`src/rtl/caption_pkg.sv`:
```
`default_nettype none
// ============================================================================
//  Module   : caption_pkg
//  Purpose  : Shared scan-code constants, glyph codes and FSM state type for
//             the keyboard caption-entry stage.
//  Revision : 1.0 - initial release
// ============================================================================
package caption_pkg;

  // PS/2 set-2 control and prefix bytes
  localparam logic [7:0] SC_BREAK = 8'hF0;
  localparam logic [7:0] SC_EXT   = 8'hE0;
  localparam logic [7:0] SC_ENTER = 8'h5A;
  localparam logic [7:0] SC_BKSP  = 8'h66;
  localparam logic [7:0] SC_ESC   = 8'h76;
  localparam logic [7:0] SC_SPACE = 8'h29;

  // The renderer's font draws a blank for 0x7F, so that is our space
  localparam logic [7:0] ASCII_SPACE = 8'h7F;

  typedef enum logic [1:0] {
    ST_IDLE  = 2'd0,
    ST_BREAK = 2'd1,
    ST_EXT   = 2'd2
  } state_t;

endpackage : caption_pkg
`default_nettype wire

```
`src/rtl/scancode_to_ascii.sv`:
```
`default_nettype none
// ============================================================================
//  Module   : scancode_to_ascii
//  Purpose  : Combinational map from a set-2 make code to an uppercase letter
//             or the font space glyph; is_char flags a printable key.
//  Revision : 1.0 - initial release
// ============================================================================
module scancode_to_ascii
  import caption_pkg::*;
(
  input  logic [7:0] code,
  output logic [7:0] ascii,
  output logic       is_char
);

  // Lookup table; zero means "not a printable key"
  always_comb begin
    ascii = 8'h00;
    case (code)
      8'h1C: ascii = 8'h41;  // A
      8'h32: ascii = 8'h42;  // B
      8'h21: ascii = 8'h43;  // C
      8'h23: ascii = 8'h44;  // D
      8'h24: ascii = 8'h45;  // E
      8'h2B: ascii = 8'h46;  // F
      8'h34: ascii = 8'h47;  // G
      8'h33: ascii = 8'h48;  // H
      8'h43: ascii = 8'h49;  // I
      8'h3B: ascii = 8'h4A;  // J
      8'h42: ascii = 8'h4B;  // K
      8'h4B: ascii = 8'h4C;  // L
      8'h3A: ascii = 8'h4D;  // M
      8'h31: ascii = 8'h4E;  // N
      8'h44: ascii = 8'h4F;  // O
      8'h4D: ascii = 8'h50;  // P
      8'h15: ascii = 8'h51;  // Q
      8'h2D: ascii = 8'h52;  // R
      8'h1B: ascii = 8'h53;  // S
      8'h2C: ascii = 8'h54;  // T
      8'h3C: ascii = 8'h55;  // U
      8'h2A: ascii = 8'h56;  // V
      8'h1D: ascii = 8'h57;  // W
      8'h22: ascii = 8'h58;  // X
      8'h35: ascii = 8'h59;  // Y
      8'h1A: ascii = 8'h5A;  // Z
      SC_SPACE: ascii = ASCII_SPACE;
      default: ascii = 8'h00;
    endcase
  end

  assign is_char = (ascii != 8'h00);

endmodule : scancode_to_ascii
`default_nettype wire

```
`src/rtl/caption_entry.sv`:
```
`default_nettype none
// ============================================================================
//  Module   : caption_entry
//  Purpose  : PS/2 scan-code driven edit buffer that commits a packed caption
//             string to the renderer on Enter and reverts to the built-in
//             caption on Esc.
//             "string" is a reserved word, so the committed caption port is
//             named str.
//  Revision : 1.0 - initial release
// ============================================================================
module caption_entry
  import caption_pkg::*;
#(
  parameter int STRING_LENGTH = 5,
  parameter int ARRAY_LEN     = 8 * STRING_LENGTH
) (
  input  logic                 clk,
  input  logic                 rst_n,
  input  logic [7:0]           key_code,
  input  logic                 key_valid,
  output logic [ARRAY_LEN-1:0] str,
  output logic [5:0]           numchar,
  output logic                 ready,
  output logic                 custom,
  output logic [5:0]           edit_count
);

  localparam logic [ARRAY_LEN-1:0] BLANK = {STRING_LENGTH{ASCII_SPACE}};

  state_t               state_q, state_d;
  logic [ARRAY_LEN-1:0] buf_q, buf_d;
  logic [ARRAY_LEN-1:0] str_q, str_d;
  logic [5:0]           edit_count_q, edit_count_d;
  logic [5:0]           numchar_q, numchar_d;
  logic                 custom_q, custom_d;
  logic                 ready_q, ready_d;

  logic [7:0]           lut_ascii;
  logic                 lut_is_char;
  logic                 wr_en;
  logic [5:0]           wr_idx;
  logic [7:0]           wr_char;

  scancode_to_ascii u_lut (
    .code    (key_code),
    .ascii   (lut_ascii),
    .is_char (lut_is_char)
  );

  // Prefix-tracking FSM plus edit/commit actions on each accepted byte
  always_comb begin
    state_d      = state_q;
    buf_d        = buf_q;
    str_d        = str_q;
    edit_count_d = edit_count_q;
    numchar_d    = numchar_q;
    custom_d     = custom_q;
    ready_d      = 1'b0;
    wr_en        = 1'b0;
    wr_idx       = edit_count_q;
    wr_char      = ASCII_SPACE;

    if (key_valid) begin
      case (state_q)
        ST_IDLE: begin
          if (key_code == SC_BREAK) begin
            state_d = ST_BREAK;
          end else if (key_code == SC_EXT) begin
            state_d = ST_EXT;
          end else if (key_code == SC_ENTER) begin
            str_d     = buf_q;
            numchar_d = edit_count_q;
            custom_d  = 1'b1;
            ready_d   = 1'b1;
          end else if (key_code == SC_BKSP) begin
            if (edit_count_q != 6'd0) begin
              edit_count_d = edit_count_q - 6'd1;
              wr_en        = 1'b1;
              wr_idx       = edit_count_q - 6'd1;
              wr_char      = ASCII_SPACE;
            end
          end else if (key_code == SC_ESC) begin
            custom_d = 1'b0;
          end else if (lut_is_char && (edit_count_q < 6'(STRING_LENGTH))) begin
            edit_count_d = edit_count_q + 6'd1;
            wr_en        = 1'b1;
            wr_idx       = edit_count_q;
            wr_char      = lut_ascii;
          end
        end
        // Release code: swallow the key being released
        ST_BREAK: state_d = ST_IDLE;
        // Extended keys are not used; only track a following release
        ST_EXT:   state_d = (key_code == SC_BREAK) ? ST_BREAK : ST_IDLE;
        default:  state_d = ST_IDLE;
      endcase
    end

    // Slot 0 sits in the most significant byte
    for (int i = 0; i < STRING_LENGTH; i++) begin
      if (wr_en && (wr_idx == 6'(i))) begin
        buf_d[ARRAY_LEN-1-8*i -: 8] = wr_char;
      end
    end
  end

  // State and output registers
  always_ff @(posedge clk or negedge rst_n) begin
    if (!rst_n) begin
      state_q      <= ST_IDLE;
      buf_q        <= BLANK;
      str_q        <= BLANK;
      edit_count_q <= 6'd0;
      numchar_q    <= 6'd0;
      custom_q     <= 1'b0;
      ready_q      <= 1'b0;
    end else begin
      state_q      <= state_d;
      buf_q        <= buf_d;
      str_q        <= str_d;
      edit_count_q <= edit_count_d;
      numchar_q    <= numchar_d;
      custom_q     <= custom_d;
      ready_q      <= ready_d;
    end
  end

  assign str        = str_q;
  assign numchar    = numchar_q;
  assign ready      = ready_q;
  assign custom     = custom_q;
  assign edit_count = edit_count_q;

endmodule : caption_entry
`default_nettype wire

```
`config.mk`:
```
export PLATFORM = sky130hd
export DESIGN_NAME = caption_entry
export DESIGN_NICKNAME = d
export VERILOG_FILES = /design/src/rtl/caption_pkg.sv /design/src/rtl/scancode_to_ascii.sv /design/src/rtl/caption_entry.sv
export SDC_FILE = /design/constraint.sdc
export NUM_CORES = 1
export LEC_CHECK = 0
export ABC_AREA = 1
export CAP_MARGIN = 30
export CORE_MARGIN = 2
export CORE_UTILIZATION = 45
export DETAILED_ROUTE_END_ITERATION = 16
export GPL_TIMING_DRIVEN = 0
export HOLD_SLACK_MARGIN = 0.08
export PLACE_DENSITY = 0.66
export SYNTH_ARGS = -nofsm -noshare
export SYNTH_HDL_FRONTEND = slang
export SYNTH_HIERARCHICAL = 1
export SYNTH_SLANG_ARGS = --single-unit
```
`constraint.sdc`:
```
create_clock -name clk -period 2 [get_ports clk]
set_clock_uncertainty 0.1 [all_clocks]
set_input_delay 0.2 -clock clk [delete_from_list [all_inputs] [get_ports clk]]
set_output_delay 0.2 -clock clk [all_outputs]
set_load 0.01 [all_outputs]
```
==> results of run 1 <==
==> layout make-up <==
type	instances	area [sq um]	area share, %
Timing Repair Buffer	97	951	13.4
Buffer	20	141	1.99
Tap cell	143	179	2.52
Inverter	54	224	3.15
Clock inverter	5	61.3	0.862
Multi-Input combinational cell	513	2810	39.5
Clock buffer	11	254	3.57
Sequential cell	96	2490	35.0
==> final timing paths <==
path / startpoint / slack, ps / to / cells past startpoint
min in group clk: key_code[2] / 270 / state_q[0]$_DFFE_PN0P_ / 6
min: rst_n / 170 / str[7]$_DFFE_PN0P_ / 2
min reg2reg: buf_q[5]$_DFFE_PN1P_ / 360 / buf_q[5]$_DFFE_PN1P_ / 2
max reg2reg: edit_count[0]$_DFFE_PN0P_ / -450 / edit_count[1]$_DFFE_PN0P_ / 13
max in group asynchronous: rst_n / 930 / str[20]$_DFFE_PN1P_ / 3
max: key_code[1] / -560 / edit_count[1]$_DFFE_PN0P_ / 23
==> routing by layer <==
layer  routed length, um  share of wire, %
met2                6580                49
met4                 173               1.3
met5                   0                 0
met3                 474               3.6
met1                6100                46
==> cell families after synthesis <==
logic type	synth area share [%]
and+or+nand+nor	40.2
DFF	46.7
buffers and inverters	6.31
AOI/OAI and AO/OA	4.06
adders and majority gates	2.35
xor gates and xnor gates	0.329
other	0.0703
==> worst max-delay path, cell delays in order <==
cell and delay [ps]:
buf_12 100, clkinvlp_4 130, ha_4 180, nand2_4 90, a21oi_4 180, nand2_1 70
nand2_1 60, nand2_1 80, nand2_1 60, nand2_1 60, nand2_1 60, nor2_1 40
nand2_1 110, nand2_1 60, nand3b_1 240, nand2_2 140, buf_4 110, buf_4 90
nand2_1 40, nor2_1 240, inv_1 120, a21oi_1 140, a22oi_1 80
==> synthesized netlist by cell type, drive strengths merged <==
cell type	number	area, sq um
conb	1	3.75
nand2	323	1260
a21oi	11	70.1
o211ai	1	7.51
buf	11	97.6
a21boi	1	18.8
ha	10	125
dfstp	70	1840
a32o	1	10.0
clkbuf	9	33.8
o21ai	18	90.1
xor2	2	17.5
nand3	78	430
nand4	8	56.3
nand3b	8	60.1
nor3	1	16.3
a31oi	2	12.5
dfrtp	26	651
nor2	47	314
inv	54	205
a22oi	1	7.51
==> power by group through the flow <==
stage,Clock (mW),Sequential [mW],Combinational (mW)
floorplan,0,2.02,0.238
global placement,0,2.01,0.397
detailed placement,0,2.01,0.407
CTS,1.86,1.98,0.441
global route,1.93,1.99,0.501
finish,1.82,1.98,0.451
==> state kept, by name, indices dropped and copies added, names as in the netlist <==
register / cells
str: 40
buf_q: 40
custom: 1
edit_count: 6
numchar: 6
ready: 1
state_q: 2
==> what timing repair did <==
action,CTS,global route
cloned,1,0
resized for setup,91,29
pin swaps,54,28
setup endpoints to repair,92,92
hold endpoints to repair,43,0
hold buffers,1,0
setup buffers,26,4
==> stage by stage <==
stage	instances	worst slack [ps]
after floorplan	683	-424
after global placement	890	-2640
after detailed placement	891	-1780
after CTS	935	-570
after global routing	939	-715
final	939	-558
==> metrics.cfg, run 1 <==
[status]
outcome = finished with violations
violations = negative setup slack

[finish]
layout_commonest_cell = nand2_1
layout_common_cells = nand2_1, dfstp_2, clkdlybuf4s50_1
post-route-util_pct = 62.0
design_area_sq_um = 7110
fill_cells = 1019
area_delta_synth_final_pct = 33.4
antenna-diode-count = 0
fin_nets = 812
layout-drive-gt1-share_pct = 32.7

[grt]
gr-usage-met2_pct = 37.2
antenna_found_initial = 0
grt_pass1_vias = 4679
grt_pass1_wl_mm = 22.4
globalRoute.totalOverflow = 0
grt_max_degree = 77
grt-busiest-layer = met2
use_met1_pct = 28.8
use_met3_pct = 3.59
grt.total_usage_pct = 21.8

[setup_path]
path_max_fanout = 5
worstSetupPathType = in2reg
required_ps = 2130
worstSetupEndpointType = flop
start_kind = primary input
worstPathArrival_ps = 2680

[clock_tree]
cts_root_buf = clkbuf_16
clk_path_buf_depth = 2
cts_num_sinks = 96
htree_levels = 3
clk_latency_ps = 350
cts_tree = done
clkSlewWorstSetupHoldPaths_ps = 70
cts_buffers = 9

[route]
routed_wl_mm = 13.3
wl_per_cell_um = 14.2
first_pass_iters = 4
num_vias = 4754
drt_iter0_drc = 152
vias_per_cell = 5.06
ant_nets = 0
drc = 0

[place]
dp_hpwl_mm = 9.23
gp_congestion = 0.851
portBuffers = 64
place_area_sq_um = 6220

[power_and_ir_drop]
report.power.total_mw = 4.26
seqPwrFrac_pct = 46.6
power.density_nw_per_um2 = 599
pwr-share-comb_pct = 10.6
p_int_mw = 3.19
p_leak_nw = 3.47
p_switching_mw = 1.07
switching_share_pct = 25.1
peakVddDrop_v = 0.000851
clockPowerShare_pct = 42.8

[worst_hold_path]
min_path_type = in2async

[floorplanning]
initial_core_util_pct = 46.5
rows = 39
fp.dieW_um = 113
coreArea_sq_um = 11500
num_io_pins = 65
die_h_um = 113
design.die.area_sq_um = 12700

[timing]
slew_headroom_pct = 63.7
layout_setup_ws_ps = -558
hold_viol = 0
layout_min_cycle_time_ps = 2560
fmax_mhz = 391
finalMaxSlewViolations = 0
min_period_over_period_pct = 128
setup_tns_ps = -28060
setup_violations = 91
whs_ps = 170
worst_slew_pin_slew_ps = 545
rsz0062_at_grt = true

[yosys]
syn_nets = 704
synth_cell_types = 36
ys_seq_area_share_pct = 46.7
yosysWarnings = 6
postSynthAreaPerCell_sq_um = 7.81
netlist_area_sq_um = 5330
syn_inst = 683
ys_ff_latch = 96

[job]
drv_cap = 0

(Power assumes the default switching activity.)
==> run 2, diff against run 1 <==
- CTS_CLUSTER_DIAMETER: not set -> 100
- SLEW_MARGIN: not set -> 20
==> run 2 against run 1 <==
Net effect:
- the run still ends with negative setup slack left
- worst setup slack lost 21 ps
- die area unchanged
- clock-buffer cell count rose by 1
- power fell by 0.64%
==> metrics.cfg, run 2 (synthesis results as in run 1) <==
[status]
outcome = finished with violations
violations = negative setup slack

[route]
ant_nets = 0
drt_iter0_drc = 219
drc = 0
routed_wl_mm = 13.7
num_vias = 4820
vias_per_cell = 5.05
wl_per_cell_um = 14.4
first_pass_iters = 4

[timing]
rsz0062_at_grt = true
hold_viol = 0
min_period_over_period_pct = 129
whs_ps = 260
layout_setup_ws_ps = -578
setup_tns_ps = -22920
layout_min_cycle_time_ps = 2580
setup_violations = 44
finalMaxSlewViolations = 0
fmax_mhz = 388

[floorplanning]
rows = 39
initial_core_util_pct = 46.5
num_io_pins = 65
die_h_um = 113
fp.dieW_um = 113
coreArea_sq_um = 11500
design.die.area_sq_um = 12700

[power_and_ir_drop]
power.density_nw_per_um2 = 590
report.power.total_mw = 4.23
peakVddDrop_v = 0.000566
p_leak_nw = 3.54

[setup_path]
path_max_fanout = 9
worstSetupEndpointType = flop
start_kind = primary input
rrSetupSlack_ps = -410
required_ps = 2150
worstPathArrival_ps = 2720
worstSetupPathType = in2reg

[clock_tree]
cts_tree = done
clk_latency_ps = 350
htree_levels = 3
cts_buffers = 9
clkSlewWorstSetupHoldPaths_ps = 70
clk_path_buf_depth = 2
cts_num_sinks = 96
cts_root_buf = clkbuf_16

[grt]
grt_pass1_wl_mm = 22.9
grt.total_usage_pct = 22.4
grt_max_degree = 60
antenna_found_initial = 0
globalRoute.totalOverflow = 0
grt_pass1_vias = 4786

[finish]
antenna-diode-count = 0
final_cells = 954
layout_commonest_cell = nand2_1
design_area_sq_um = 7170
fill_cells = 1041
layout-drive-gt1-share_pct = 32.6
layout_common_cells = nand2_1, dfstp_2, clkdlybuf4s50_1
post-route-util_pct = 62.5
fin_nets = 827
area_delta_synth_final_pct = 34.5

[job]
drv_cap = 0

[place]
place_area_sq_um = 6220
portBuffers = 64
place_ws_ps = -1770
dp_hpwl_mm = 9.25
dp.cells = 891
gp_congestion = 0.851

[worst_hold_path]
min_path_type = in2async

==> run 2: metal layers <==
metal | GRT usage [%] | share of wire, % | wire length [um] | vias to the layer above
met5 | 0 | 0 | 0 | -
met4 | 7.64 | 2.1 | 284 | 0
met3 | 4.07 | 4.0 | 555 | 22
met2 | 38.8 | 49 | 6760 | 103
met1 | 28.4 | 45 | 6120 | 2286
li1 | - | - | - | 2409
==> run 2: critical path, stage by stage <==
cell and delay [ps]:
buf_2 140, buf_8 160, inv_6 100, ha_1 150, nor2_1 50, nor2_1 130
nand3_1 110, nand2_1 100, nand3_2 100, nand2_1 90, nor2_1 50, nand2_1 110
nand2_1 60, nand3b_1 210, nand2_2 130, nand3_2 100, nor2_4 130, nand2_4 130
nor2_4 250, nand2_4 120, nand2_2 70, nand2_1 40
==> run 2: cell type report <==
cell class	instances	area (sq um)	share of cell area [%]
Clock buffer	12	246	3.44
Timing Repair Buffer	113	1070	15.0
Multi-Input combinational cell	513	2760	38.5
Tap cell	143	179	2.49
Clock inverter	4	53.8	0.750
Buffer	19	151	2.11
Sequential cell	96	2490	34.7
Inverter	54	216	3.02
==> run 2: timing repair <==
action                                 in CTS  in global routing
gates resized for setup                    81                 47
endpoints found under the hold margin      37                  0
pin swaps                                  52                 17
setup endpoints to repair                  92                 92
hold buffers                                1                  0
setup buffers                              38                  7
cloned                                      2                  0
==> run 2: path summary, 6_finish.rpt <==
kind / start / endpoint / depth (start not counted)
setup / recovery: key_code[2] / buf_q[31]$_DFFE_PN0P_ / 22
hold / removal: rst_n / str[7]$_DFFE_PN0P_ / 2
setup reg to reg: edit_count[0]$_DFFE_PN0P_ / buf_q[7]$_DFFE_PN0P_ / 11
hold reg to reg: buf_q[26]$_DFFE_PN1P_ / buf_q[26]$_DFFE_PN1P_ / 2
max in group asynchronous: rst_n / buf_q[20]$_DFFE_PN1P_ / 3
min in group clk: key_code[2] / state_q[0]$_DFFE_PN0P_ / 6
==> run 2: power breakdown <==
| part | switching (mW) | internal [mW] |
|---|---|---|
| Sequential | 0.0170 | 1.97 |
| Combinational | 0.300 | 0.196 |
| Clock | 0.745 | 1.01 |
==> run 3, diff against run 2 <==
- PLACE_DENSITY: 0.66 -> 0.64
- clock period: 2 -> 2.5 ns (I/O delays scaled with it)
==> run 3 against run 2 <==
Net effect:
- the run still ends with negative setup slack left
- utilization shrank 0.28 points
- non-clock buffer count shrank 5
- global-route usage shrank 0.38 points
- sequential power shrank 20%
- sequential cell count is the same
- wire length grew 0.74%
- critical endpoint is now buf_q[18]$_DFFE_PN1P_
- clock-buffer cell count is the same
- cell count shrank 0.42%
- die area is the same
- highest routed layer unchanged
==> metrics.cfg, run 3 (synthesis results as in run 1) <==
[setup_path]
worstSetupPathType = in2reg
start_kind = primary input
crit_chain = buf_12, clkinvlp_4, ha_4, nand2_4, inv_1, o21ai_0, o21ai_0, nand2_1, nand2_1, nor2_1, nand2_1, nand2_1, nand3b_1, nand2_2, nand3_4, nor2_4, nand2_4, nor2_8, buf_6, nand3_4, nand2_2
crit_buf_inv = 4
required_ps = 2680
cp_common_cell = nand2_1
worstPathArrival_ps = 2900
worstSetupEndpointType = flop
path_max_fanout = 10
cpPeakStageDelay_ps = 250
worst_path_max_delay_cell = o21ai_0
path_delay_family = simple AND/OR/NAND/NOR gates

[clock_tree]
cts_num_sinks = 96
clk_latency_ps = 340
clkSlewWorstSetupHoldPaths_ps = 70
cts_tree = done
cts_root_buf = clkbuf_16
clk_path_buf_depth = 2
htree_levels = 3
cts_buffers = 9

[worst_hold_path]
min_path_type = in2async

[finish]
layout-drive-gt1-share_pct = 31.4
layout_common_cells = nand2_1, dfstp_2, clkdlybuf4s50_1
fin_nets = 823
post-route-util_pct = 62.3
ff_latch_area_sq_um = 2490
fill_cells = 1015
multi_input_area_sq_um = 2780
layout_commonest_cell = nand2_1
antenna-diode-count = 0
area_delta_synth_final_pct = 33.9

[power_and_ir_drop]
p_leak_nw = 3.51
report.power.total_mw = 3.35
peakVddDrop_v = 0.000395
power.density_nw_per_um2 = 469

[route]
drt_iter0_drc = 253
num_vias = 4815
vias_per_cell = 5.07
wl_per_cell_um = 14.6
first_pass_iters = 5
routed_wl_mm = 13.8
drc = 0
ant_nets = 0

[grt]
grt_max_degree = 78
grt_pass1_vias = 4863
grt_pass1_wl_mm = 22.8
globalRoute.totalOverflow = 0
antenna_found_initial = 0
grt.total_usage_pct = 22.0

[timing]
layout_setup_ws_ps = -212
slew_headroom_pct = 66.6
layout_min_cycle_time_ps = 2710
rsz0062_at_grt = true
hold_viol = 0
worst_slew_pin_slew_ps = 501
fmax_mhz = 369
whs_ps = 216
min_period_over_period_pct = 108
setup_violations = 42
finalMaxSlewViolations = 0

[floorplanning]
initial_core_util_pct = 46.5
coreArea_sq_um = 11500
die_h_um = 113
rows = 39
design.die.area_sq_um = 12700
num_io_pins = 65
fp.dieW_um = 113

[place]
dp_hpwl_mm = 9.31
gp_congestion = 0.859
portBuffers = 64

[status]
outcome = finished with violations
violations = negative setup slack

[job]
drv_cap = 0

-- run 3: what timing repair did --
action	4_1_cts	5_1_grt
pin swaps	46	24
endpoints found under the setup margin	60	46
hold buffers	1	0
buffers inserted	29	11
cloned	2	0
resized for setup	76	29
endpoints found under the hold margin	42	0
-- run 3: per-layer routing --
metal	track usage [%]	up-vias	share of wire, %
met3	3.21	15	4.0
met4	6.42	0	1.5
li1	-	2392	-
met5	0	-	0
met2	37.7	101	51
met1	29.2	2307	44
-- run 3: layout make-up --
cell class | instances | share of cell area, %
Buffer | 20 | 1.98
Tap cell | 143 | 2.51
Clock inverter | 4 | 0.754
Inverter | 54 | 3.03
Timing Repair Buffer | 107 | 14.4
Sequential cell | 96 | 34.9
Multi-Input combinational cell | 514 | 39.0
Clock buffer | 12 | 3.45
-- run 3: report_power, final --
group	leakage (nW)	switching [mW]	internal, mW	total, mW
Clock	0.147	0.573	0.808	1.38
Combinational	2.29	0.236	0.148	0.385
Sequential	1.07	0.0137	1.57	1.59
Total	3.51	0.823	2.53	3.35
-- run 3: final timing paths --
kind,from,end,slack (ps),cells after the start
worst max-delay path,key_code[1],buf_q[18]$_DFFE_PN1P_,-210,21
worst min-delay path,rst_n,str[15]$_DFFE_PN0P_,220,2
worst min register to register,str[25]$_DFFE_PN1P_,str[25]$_DFFE_PN1P_,360,2
worst max register to register,edit_count[0]$_DFFE_PN0P_,buf_q[18]$_DFFE_PN1P_,-10,13
min in group clk,str[25]$_DFFE_PN1P_,str[25]$_DFFE_PN1P_,360,2
max in group asynchronous,rst_n,str[2]$_DFFE_PN1P_,1430,3
-- run 3: through the flow --
stage / TNS, ps / cells / worst slack, ps / area (sq um)
floorplan: 0 / 683 / 11.5 / 5350
global placement: -203480 / 890 / -2250 / 6170
detailed placement: -67570 / 891 / -1270 / 6200
CTS: -2400 / 939 / -94.6 / 6950
global route: -13030 / 950 / -381 / 7140
finish: -5550 / 950 / -212 / 7140
